File: src/rtl/rat_recovery_ctrl_pkg.sv
`default_nettype none
// ============================================================================
//  Module   : rat_recovery_ctrl_pkg
//  Purpose  : Shared constants and state encoding for the rename-table
//             recovery controller and its dirty-bit picker.
//  Contents : LREG_W (logical reg index width), default sizing parameters,
//             FSM state constants {IDLE, WALK, FIXUP}.
//  Revision : 1.0  initial release
// ============================================================================
package rat_recovery_ctrl_pkg;

  localparam int LREG_W         = 5;
  localparam int PREG_W_DEF     = 6;
  localparam int LREG_NUM_DEF   = 32;
  localparam int WALK_WIDTH_DEF = 2;

  localparam int STATE_W = 2;
  localparam logic [1:0] ST_IDLE  = 2'd0;
  localparam logic [1:0] ST_WALK  = 2'd1;
  localparam logic [1:0] ST_FIXUP = 2'd2;

endpackage : rat_recovery_ctrl_pkg
`default_nettype wire

File: src/rtl/rat_dirty_pick.sv
`default_nettype none
// ============================================================================
//  Module   : rat_dirty_pick
//  Purpose  : Combinational priority picker. Returns the WALK_WIDTH lowest
//             set bit positions of a LREG_NUM-bit vector plus a valid mask.
//  Ports    : dirty_vec  in  LREG_NUM            vector to search
//             pick_idx   out WALK_WIDTH*LREG_W   lane k = k-th lowest set bit
//             pick_valid out WALK_WIDTH          lane k found a bit
//  Revision : 1.0  initial release
// ============================================================================
module rat_dirty_pick
  import rat_recovery_ctrl_pkg::*;
#(
  parameter int LREG_NUM   = LREG_NUM_DEF,
  parameter int WALK_WIDTH = WALK_WIDTH_DEF
) (
  input  logic [LREG_NUM-1:0]          dirty_vec,
  output logic [WALK_WIDTH*LREG_W-1:0] pick_idx,
  output logic [WALK_WIDTH-1:0]        pick_valid
);

  logic [LREG_NUM-1:0] remain;
  logic                found;

  // Each lane takes the lowest bit still set, then removes it so the next
  // lane sees the following one. Unfound lanes report index 0.
  always_comb begin
    remain     = dirty_vec;
    pick_idx   = '0;
    pick_valid = '0;
    found      = 1'b0;
    for (int k = 0; k < WALK_WIDTH; k++) begin
      found = 1'b0;
      for (int b = 0; b < LREG_NUM; b++) begin
        if (!found && remain[b]) begin
          found                          = 1'b1;
          remain[b]                      = 1'b0;
          pick_idx[k*LREG_W +: LREG_W]   = LREG_W'(b);
          pick_valid[k]                  = 1'b1;
        end
      end
    end
  end

endmodule : rat_dirty_pick
`default_nettype wire

File: src/rtl/rat_recovery_ctrl.sv
`default_nettype none
// ============================================================================
//  Module   : rat_recovery_ctrl
//  Purpose  : After a flush, copies the architectural rename table into the
//             speculative rename table WALK_WIDTH entries per cycle, holding
//             rename until the copy is coherent. Entries committed after
//             being copied are tracked as dirty and re-copied in FIXUP.
//  Ports    : clock, reset (sync, active-high), flush_valid
//             commits{0,1}_rat_wren / _lrd    arch table updates
//             arat_rd_idx / arat_rd_data      arch table combinational read
//             srat_wr_en / _lrd / _prd        spec table recovery writes
//             rename_stall                    high in WALK and FIXUP
//             recover_done                    1-cycle pulse after FIXUP exit
//             perf_recover_cycles             (RAT_RECOVERY_PERF_EN only)
//  Macro    : RAT_RECOVERY_PERF_EN adds a saturating count of stall cycles.
//  Revision : 1.0  initial release
// ============================================================================
module rat_recovery_ctrl
  import rat_recovery_ctrl_pkg::*;
#(
  parameter int LREG_NUM   = LREG_NUM_DEF,
  parameter int PREG_W     = PREG_W_DEF,
  parameter int WALK_WIDTH = WALK_WIDTH_DEF
) (
  input  logic                          clock,
  input  logic                          reset,
  input  logic                          flush_valid,
  input  logic                          commits0_rat_wren,
  input  logic [LREG_W-1:0]             commits0_lrd,
  input  logic                          commits1_rat_wren,
  input  logic [LREG_W-1:0]             commits1_lrd,
  output logic [WALK_WIDTH*LREG_W-1:0]  arat_rd_idx,
  input  logic [WALK_WIDTH*PREG_W-1:0]  arat_rd_data,
  output logic [WALK_WIDTH-1:0]         srat_wr_en,
  output logic [WALK_WIDTH*LREG_W-1:0]  srat_wr_lrd,
  output logic [WALK_WIDTH*PREG_W-1:0]  srat_wr_prd,
  output logic                          rename_stall,
  output logic                          recover_done
`ifdef RAT_RECOVERY_PERF_EN
  ,
  output logic [31:0]                   perf_recover_cycles
`endif
);

  localparam logic [LREG_W-1:0] LAST_GROUP = LREG_W'(LREG_NUM - WALK_WIDTH);
  localparam logic [LREG_W-1:0] WALK_INC   = LREG_W'(WALK_WIDTH);
  localparam logic [LREG_W:0]   WALK_STEP  = (LREG_W+1)'(WALK_WIDTH);

  logic [STATE_W-1:0]          state_q, state_d;
  logic [LREG_W-1:0]           cursor_q, cursor_d;
  logic [LREG_NUM-1:0]         dirty_q, dirty_d;
  logic                        done_q, done_d;

  logic [WALK_WIDTH*LREG_W-1:0] pick_idx;
  logic [WALK_WIDTH-1:0]        pick_valid;
  logic [WALK_WIDTH*LREG_W-1:0] rd_idx;
  logic [WALK_WIDTH-1:0]        wr_en;
  logic [LREG_NUM-1:0]          set_vec;
  logic [LREG_NUM-1:0]          clr_vec;
  logic [LREG_W:0]              walk_limit;

  rat_dirty_pick #(
    .LREG_NUM   (LREG_NUM),
    .WALK_WIDTH (WALK_WIDTH)
  ) u_pick (
    .dirty_vec  (dirty_q),
    .pick_idx   (pick_idx),
    .pick_valid (pick_valid)
  );

  // One past the highest entry copied by the end of this cycle. Arch read
  // data is the pre-write value, so the group being copied right now counts
  // as already copied.
  assign walk_limit = {1'b0, cursor_q} + WALK_STEP;

  always_comb begin
    rd_idx = '0;
    wr_en  = '0;
    case (state_q)
      ST_WALK: begin
        for (int k = 0; k < WALK_WIDTH; k++) begin
          rd_idx[k*LREG_W +: LREG_W] = cursor_q + LREG_W'(k);
          wr_en[k]                   = 1'b1;
        end
      end
      ST_FIXUP: begin
        rd_idx = pick_idx;
        wr_en  = pick_valid;
      end
      default: ;
    endcase
  end

  always_comb begin
    set_vec = '0;
    clr_vec = '0;
    if (state_q == ST_WALK) begin
      if (commits0_rat_wren && ({1'b0, commits0_lrd} < walk_limit))
        set_vec[commits0_lrd] = 1'b1;
      if (commits1_rat_wren && ({1'b0, commits1_lrd} < walk_limit))
        set_vec[commits1_lrd] = 1'b1;
    end else if (state_q == ST_FIXUP) begin
      if (commits0_rat_wren) set_vec[commits0_lrd] = 1'b1;
      if (commits1_rat_wren) set_vec[commits1_lrd] = 1'b1;
      for (int k = 0; k < WALK_WIDTH; k++) begin
        if (pick_valid[k]) clr_vec[pick_idx[k*LREG_W +: LREG_W]] = 1'b1;
      end
    end
  end

  always_comb begin
    state_d  = state_q;
    cursor_d = cursor_q;
    // A commit hitting an entry being re-copied keeps it dirty.
    dirty_d  = (dirty_q & ~clr_vec) | set_vec;
    done_d   = 1'b0;
    case (state_q)
      ST_IDLE: begin
        if (flush_valid) begin
          state_d  = ST_WALK;
          cursor_d = '0;
        end
      end
      ST_WALK: begin
        cursor_d = cursor_q + WALK_INC;
        if (cursor_q == LAST_GROUP) begin
          state_d  = ST_FIXUP;
          cursor_d = '0;
        end
      end
      ST_FIXUP: begin
        if ((dirty_q == '0) && (set_vec == '0)) begin
          state_d = ST_IDLE;
          done_d  = 1'b1;
        end
      end
      default: state_d = ST_IDLE;
    endcase
    // A flush restarts the walk from scratch regardless of progress.
    if (flush_valid) begin
      state_d  = ST_WALK;
      cursor_d = '0;
      dirty_d  = '0;
      done_d   = 1'b0;
    end
  end

  always_ff @(posedge clock) begin
    if (reset) begin
      state_q  <= ST_IDLE;
      cursor_q <= '0;
      dirty_q  <= '0;
      done_q   <= 1'b0;
    end else begin
      state_q  <= state_d;
      cursor_q <= cursor_d;
      dirty_q  <= dirty_d;
      done_q   <= done_d;
    end
  end

  assign arat_rd_idx  = rd_idx;
  assign srat_wr_lrd  = rd_idx;
  assign srat_wr_en   = wr_en;
  assign srat_wr_prd  = arat_rd_data;
  assign rename_stall = (state_q != ST_IDLE);
  assign recover_done = done_q;

`ifdef RAT_RECOVERY_PERF_EN
  logic [31:0] perf_q, perf_d;

  always_comb begin
    perf_d = perf_q;
    if (rename_stall && (perf_q != '1)) perf_d = perf_q + 32'd1;
  end

  always_ff @(posedge clock) begin
    if (reset) perf_q <= '0;
    else       perf_q <= perf_d;
  end

  assign perf_recover_cycles = perf_q;
`endif

endmodule : rat_recovery_ctrl
`default_nettype wire

File: config.mk
export PLATFORM = sky130hd
export DESIGN_NAME = rat_recovery_ctrl
export DESIGN_NICKNAME = d
export VERILOG_FILES = /design/src/rtl/rat_recovery_ctrl_pkg.sv /design/src/rtl/rat_dirty_pick.sv /design/src/rtl/rat_recovery_ctrl.sv
export SDC_FILE = /design/constraint.sdc
export NUM_CORES = 1
export LEC_CHECK = 0
export CORE_MARGIN = 8
export CORE_UTILIZATION = 45
export DETAILED_ROUTE_END_ITERATION = 7
export GPL_TIMING_DRIVEN = 1
export PLACE_DENSITY = 0.78
export SYNTH_ARGS = -nofsm -noshare
export SYNTH_HDL_FRONTEND = slang
export SYNTH_SLANG_ARGS = --single-unit
File: constraint.sdc
create_clock -name clock -period 3.55 [get_ports clock]
set_input_delay 0.71 -clock clock [delete_from_list [all_inputs] [get_ports clock]]
set_output_delay 0.71 -clock clock [all_outputs]
set_load 0.01 [all_outputs]
=== Word-level counts from Yosys, hierarchy flattened ===
Index checks and enable logic that the tools add are counted.

* Flip-flop bits (word level): 40
* Bits in latches: 0
* Bits in writable memories: 0
* Bits in read-only memories: 0
* Input port bits: 27
* Word-level logic and storage cells: 358
* Memories kept: 0

* Add/subtract/negate cells: 3
* Multiply operators: 0
* Div/mod/pow operators: 0
* Magnitude comparators: 10
* Eq/ne operators: 8
* Shift-type cells: 0
* Mux-type cells: 187
* Bitwise operators: 8
* Reductions and logical operators: 137

{| class="wikitable"
|+ Operators with widths
! cell !! count
|-
| 32-bit 2-to-1 mux || 15
|-
| 5-bit 2-to-1 mux || 33
|-
| 32-bit OR || 4
|-
| 1-bit 2-to-1 mux || 102
|-
| 1-bit logical AND || 68
|-
| 32-bit zero test || 2
|-
| 4-bit 2-to-1 mux || 16
|-
| 1-bit zero test || 61
|-
| 32-bit bitwise AND || 1
|-
| 32-bit inverter || 1
|-
| 5-bit by 6-bit < comparator with 1-bit output, second input constant || 4
|-
| 3-bit 2-to-1 mux || 8
|-
| 1-bit demux with 5-bit select || 4
|-
| 5-bit by 1-bit greater-or-equal comparator with 1-bit output, second input constant || 4
|-
| 10-bit one-hot mux with 2 select lines || 1
|-
| 5-bit by 6-bit < comparator with 1-bit output || 2
|-
| 2-bit 2-to-1 mux || 6
|-
| 5-bit by 2-bit adder with 6-bit output, second input constant || 1
|-
| 3-bit by 2-bit != test with 1-bit output, second input constant || 2
|-
| 2-bit one-hot mux with 3 select lines || 1
|-
| 3-bit AND reduction || 2
|-
| 5-bit by 1-bit adder with 5-bit output, second input constant || 1
|-
| 5-bit by 2-bit adder with 5-bit output, second input constant || 1
|-
| 5-bit == test, second input constant || 1
|-
| other kinds (10) || 12
|}

=== Depth between registers and ports, before layout ===
* Depth in word-level cells: 108
* Mapped depth: 13
* Mapped depth without buffers: 12

=== Cells and area by module ===
A second synthesis with hierarchy kept.

* Cell total of the unflattened synthesis: 856
* Area, all modules: 5724.2 sq um

{| class="wikitable"
|+ By module, submodules not included
! module !! instances !! cells each !! area each (sq um) !! seq. area each (sq um)
|-
| rat_recovery_ctrl || 1 || 569 || 3920.0 || 780.7
|-
| rat_dirty_pick || 1 || 287 || 1804.2 || 0.0
|}

=== Worst setup path after synthesis ===
Ideal clock, no wire load.

* Kind: reg-to-output
* Start point: register dirty_q[9]
* End point: output port srat_wr_lrd[7]
* Arrival time: 3.330 ns
* Slack: -0.490 ns
* Stages on the path, launching flop included: 13
* Path buffers: 4
* Path through: dfxtp_1 > buf_2 > nor4_4 > nand3_2 > or3b_1 > buf_2 > maj3_2 > a211oi_2 > or4b_1 > buf_2 > o221a_1 > a41oi_1 > buf_4

* Word-level cells in the longest chain between the ends: 71
* Elaborated cells between the ends (all ways): 181
* Classes of those cells: 91 x mux; 90 x reduce/logical

{| class="wikitable"
|+ RTL lines
! element !! line !! RTL
|-
| start, declared || rat_recovery_ctrl.sv:51 || <nowiki>logic [LREG_NUM-1:0] dirty_q, dirty_d;</nowiki>
|-
| start signal, assigned || rat_recovery_ctrl.sv:157 || <nowiki>dirty_q <= dirty_d;</nowiki>
|-
| 1-bit logical AND || rat_dirty_pick.sv:35 || <nowiki>if (!found && remain[b]) begin</nowiki>
|-
| 1-bit 2-to-1 mux || rat_dirty_pick.sv:35 ||
|-
| 1-bit logical AND / 1-bit zero test (equally long branches) || rat_dirty_pick.sv:35 ||
|-
| 1-bit 2-to-1 mux / 1-bit logical AND (equally long branches) || rat_dirty_pick.sv:35 ||
|-
| 1-bit zero test / 1-bit 2-to-1 mux (equally long branches) || rat_dirty_pick.sv:35 ||
|-
| 1-bit logical AND / 1-bit zero test (equally long branches) || rat_dirty_pick.sv:35 ||
|-
| 1-bit 2-to-1 mux / 1-bit logical AND (equally long branches) || rat_dirty_pick.sv:35 ||
|-
| 1-bit zero test / 1-bit 2-to-1 mux (equally long branches) || rat_dirty_pick.sv:35 ||
|-
| (+55 left out) || -- ||
|-
| 1-bit 2-to-1 mux / 1-bit logical AND (equally long branches) || rat_dirty_pick.sv:35 ||
|-
| 1-bit zero test / 1-bit 2-to-1 mux (equally long branches) || rat_dirty_pick.sv:35 ||
|-
| 1-bit logical AND / 1-bit zero test (equally long branches) || rat_dirty_pick.sv:35 ||
|-
| 1-bit 2-to-1 mux / 1-bit logical AND (equally long branches) || rat_dirty_pick.sv:35 ||
|-
| 1-bit zero test / 1-bit 2-to-1 mux (equally long branches) || rat_dirty_pick.sv:35 ||
|-
| 1-bit logical AND || rat_dirty_pick.sv:35 ||
|-
| 5-bit 2-to-1 mux (*) || rat_dirty_pick.sv:35 ||
|-
| 10-bit one-hot mux with 2 select lines (*) || rat_recovery_ctrl.sv:79 || <nowiki>case (state_q)</nowiki>
|-
| end, declared || rat_recovery_ctrl.sv:35 || <nowiki>output logic [WALK_WIDTH*LREG_W-1:0] srat_wr_lrd,</nowiki>
|}

Mark *: on every way between the ends. The rest lies on a longest branch, timed or not.

=== Final worst setup path ===
* Start point: register dirty_q[0]
* End point: output port srat_wr_en[1]

* Word-level cells in the longest chain between the ends: 97
* Elaborated cells between the ends (all ways): 216
* Classes of those cells: 94 x mux; 122 x reduce/logical

{| class="wikitable"
|+ RTL lines
! element !! line !! RTL
|-
| 1-bit 2-to-1 mux (*) || rat_dirty_pick.sv:35 ||
|-
| 1-bit zero test || rat_dirty_pick.sv:35 ||
|-
| 1-bit logical AND || rat_dirty_pick.sv:35 ||
|-
| 1-bit 2-to-1 mux || rat_dirty_pick.sv:35 ||
|-
| 1-bit zero test || rat_dirty_pick.sv:35 ||
|-
| 1-bit logical AND || rat_dirty_pick.sv:35 ||
|-
| 1-bit 2-to-1 mux || rat_dirty_pick.sv:35 ||
|-
| 1-bit zero test / 1-bit logical AND (equally long branches) || rat_dirty_pick.sv:35 ||
|-
| (+81 left out) || -- ||
|-
| 1-bit logical AND / 1-bit 2-to-1 mux (equally long branches) || rat_dirty_pick.sv:35 ||
|-
| 1-bit 2-to-1 mux / 1-bit zero test (equally long branches) || rat_dirty_pick.sv:35 ||
|-
| 1-bit zero test / 1-bit logical AND (equally long branches) || rat_dirty_pick.sv:35 ||
|-
| 1-bit logical AND / 1-bit 2-to-1 mux (equally long branches) || rat_dirty_pick.sv:35 ||
|-
| 1-bit 2-to-1 mux / 1-bit zero test (equally long branches) || rat_dirty_pick.sv:35 ||
|-
| 1-bit logical AND || rat_dirty_pick.sv:35 ||
|-
| 1-bit 2-to-1 mux (*) || rat_dirty_pick.sv:35 ||
|-
| 2-bit one-hot mux with 2 select lines (*) || rat_recovery_ctrl.sv:79 ||
|-
| end, declared || rat_recovery_ctrl.sv:34 || <nowiki>output logic [WALK_WIDTH-1:0] srat_wr_en,</nowiki>
|}

Marks and branches as above.

==> out/metrics.csv <==
stage;metric;value;unit
status;status;finished, violations left;
status;violations in the final reports;negative setup slack;
synthesis;area leader, netlist;dfxtp_1;
synthesis;area share of the largest cell type after synthesis;0.158;
synthesis;Synth cell types;78;
pwr;NetSw;393;µW
critical_path;Critical Path RT;2.84;ns
layout;Antenna diodes;0;
critical_path;startpoint types;flop;
sta;Pins Over Slew Limit;0;
cts;Sink Count;39;
sta;Final Hold Violating Endpoints;0;
sta;relative slew slack;0.499;
critical_path;CP endpoint kind;primary output;
cts;clk_lat worst skew;0.30;ns
synthesis;Mean Syn Cell Area;6.63;µm²
pwr;cell area power density;182;mW/mm²
cts;cts bufs inserted;5;
drt;routed wire length per instance;19.8;µm
global_route;largest net degree at the start of global routing;29;
layout;final core utilization;0.620;
synthesis;FF+latch count, synth;39;
drt;vias post-DR;6542;
sta;unrepaired setup endpoints after global routing;true;
pwr;peak supply drop;142;µV
layout;Area Growth Syn to Fin;35.2;%
critical_path;reg2reg path depth;13;
pwr;Pleak;2.83;nW
pwr;Sw Share;0.325;
global_route;GRT Total Usage;0.270;
place;IO buf count;38;
synthesis;EDFF count, synth;0;
sta;Clock Skews;0.0101;ns
global_route;vias in the first global route;5939;
sta;fin crit period;4.01;ns
die;Die Y;121;µm
sta;setup TNS after final layout;-5.67;ns
cts;CTS Buffer Depth;2;
critical_path;worst-path fanout max;6;
drt;initial drt markers;856;
die;Starting Density;0.459;
sta;measured slew at the worst slew-check pin;0.748;ns
pwr;Seq pwr share;0.368;
die;IO Pins;63;
synthesis;Commonest cells post-synth;nand2_1 (82), nor2_1 (76), a21oi_1 (60);
drt;Pre-Repair DR Iteration Count;8;
drt;final WL;20.3;mm
synthesis;Post-synth ARST share;0;
drt;post-detailed-route count of antenna-violating nets;0;
place;Place WS;-0.627;ns
min_path;min-delay worst type;flop to flop;
place;GPL Wtd Cong;1.09;
place;HPWL Detailed;16.2;mm
synthesis;count leader, synth;nand2_1;
pwr;Internal Power;817;µW
layout;final net count;922;
sta;fmax;249;MHz
min_path;Hold Path Depth;1;
pwr;total power;1.21;mW
global_route;GRT overflow;0;
die;Rows;38;
sta;hold_ws;0.508;ns
die;Die X;121;µm
sta;Setup violations, final;17;
synthesis;ys flop type;dfxtp_1;
critical_path;CP Class;flop to primary output;
synthesis;Syn Nets;783;
die;core area;0.0107;mm²
layout;non-filler cells, final;1024;
cts;Root Buffer;clkbuf_8;
drt;vias per cell;6.39;
drt;drt drc;0;
flow_run;max-capacitance violation count;0;
synthesis;Synth area leaders;dfxtp_1 (16%), nand2_1 (6.2%), a21oi_1 (6.1%);
cts;CTS tree;yes;
pwr;Clock power frac;0.311;
synthesis;fraction of the yosys area taken by sequential cells;0.158;
cts;cts-stage hold buffer count;0;
die;Die ar.;0.0146;mm²
layout;final non-filler cell area;0.00667;mm²
cts;Reg clk slew, reported paths;0.08;ns
sta;Final WS setup;-0.463;ns
place;Placed Area;0.00638;mm²
synthesis;cell area after synthesis;0.00493;mm²
layout;layout cell share with drive strength beyond 1;0.279;
cts;CTS H-Tree Depth;2;
global_route;initial antenna violation count;0;
sta;Period Utilization, post-route;1.13;
pwr;combinational share of power;0.321;
synthesis;cells after synthesis;744;
critical_path;critical path arrival;3.30;ns
synthesis;Syn. warnings;0;
place;placed cells;1010;
global_route;first-pass GRT wire length;31.5;mm
-- layer usage --
metal / track usage / vias to the layer above / share of wire
li1: - / 3033 / -
met1: 0.333 / 2973 / 0.39
met2: 0.421 / 427 / 0.44
met3: 0.0517 / 109 / 0.099
met4: 0.179 / 0 / 0.065
met5: 0 / - / 0
-- state kept, by name (all words and copies together) (netlist names) --
signal and cells:
cursor_q 4, recover_done 1, state_q 2, dirty_q 32
-- power by group through the flow --
stage	Combinational [mW]	Sequential [mW]	Clock (mW)
6_report	0.389	0.445	0.377
5_1_grt	0.417	0.446	0.400
4_1_cts	0.368	0.445	0.380
3_5_place_dp	0.367	0.455	0
3_3_place_gp	0.362	0.455	0
2_1_floorplan	0.213	0.454	0
-- layout by cell type, fill, tap and decap left out, types with 9 or more instances in the layout --
cell / instances
a21oi_1: 57
a22oi_1: 20
a31oi_1: 14
a32oi_1: 9
and3_1: 9
and3b_1: 10
buf_2: 11
buf_4: 174
clkdlybuf4s50_1: 23
dfxtp_1: 33
ha_1: 12
inv_1: 21
nand2_1: 81
nand3_1: 21
nor2_1: 76
nor3_1: 22
o21ai_0: 57
xnor2_1: 12
-- critical path: stages, from the launching register on --
cell	delay [ns]
dfxtp_4	0.37
nor4_4	0.32
nand2_2	0.12
buf_4	0.16
buf_4	0.14
nor3_2	0.17
buf_4	0.18
maj3_1	0.19
a21oi_1	0.11
or4b_4	0.58
buf_4	0.16
buf_4	0.14
nor2_1	0.09
o21ai_0	0.10
buf_2	0.18
-- what timing repair did --
item	4_1_cts	5_1_grt
setup buffers	3	3
endpoints found under the setup margin	17	23
pin swaps	6	12
resized for setup	67	28
gates cloned	0	0
-- logic make-up after synthesis --
family | after synthesis | share of synthesized area
AOI/OAI and AO/OA | 257 | 0.345
buffers and inverters | 103 | 0.0977
adders and majority gates | 19 | 0.0449
muxes | 3 | 0.00634
DFF | 39 | 0.158
xor gates and xnor gates | 19 | 0.0337
and+or+nand+nor | 304 | 0.314
-- path summary, 6_finish.rpt --
path,from,end,slack (ns)
worst max-delay path,dirty_q[0]$_SDFF_PP0_,srat_wr_en[1],-0.46
worst min register to register,state_q[1]$_SDFFE_PP0P_,state_q[1]$_SDFFE_PP0P_,0.51
worst max register to register,cursor_q[1]$_SDFFE_PP0P_,state_q[0]$_SDFFE_PP0P_,0.26
worst min-delay path,state_q[1]$_SDFFE_PP0P_,state_q[1]$_SDFFE_PP0P_,0.51
-- final cells by class --
class | count | area [µm²]
fill | 1022 | 4080
clock inverter | 3 | 43.8
inverter | 22 | 82.6
timing repair buffer | 213 | 1640
tap | 140 | 175
multi-input combinational | 602 | 3860
clock buffer | 5 | 68.8
sequential | 39 | 791
Note: power is estimated with default switching activity, not from simulation.
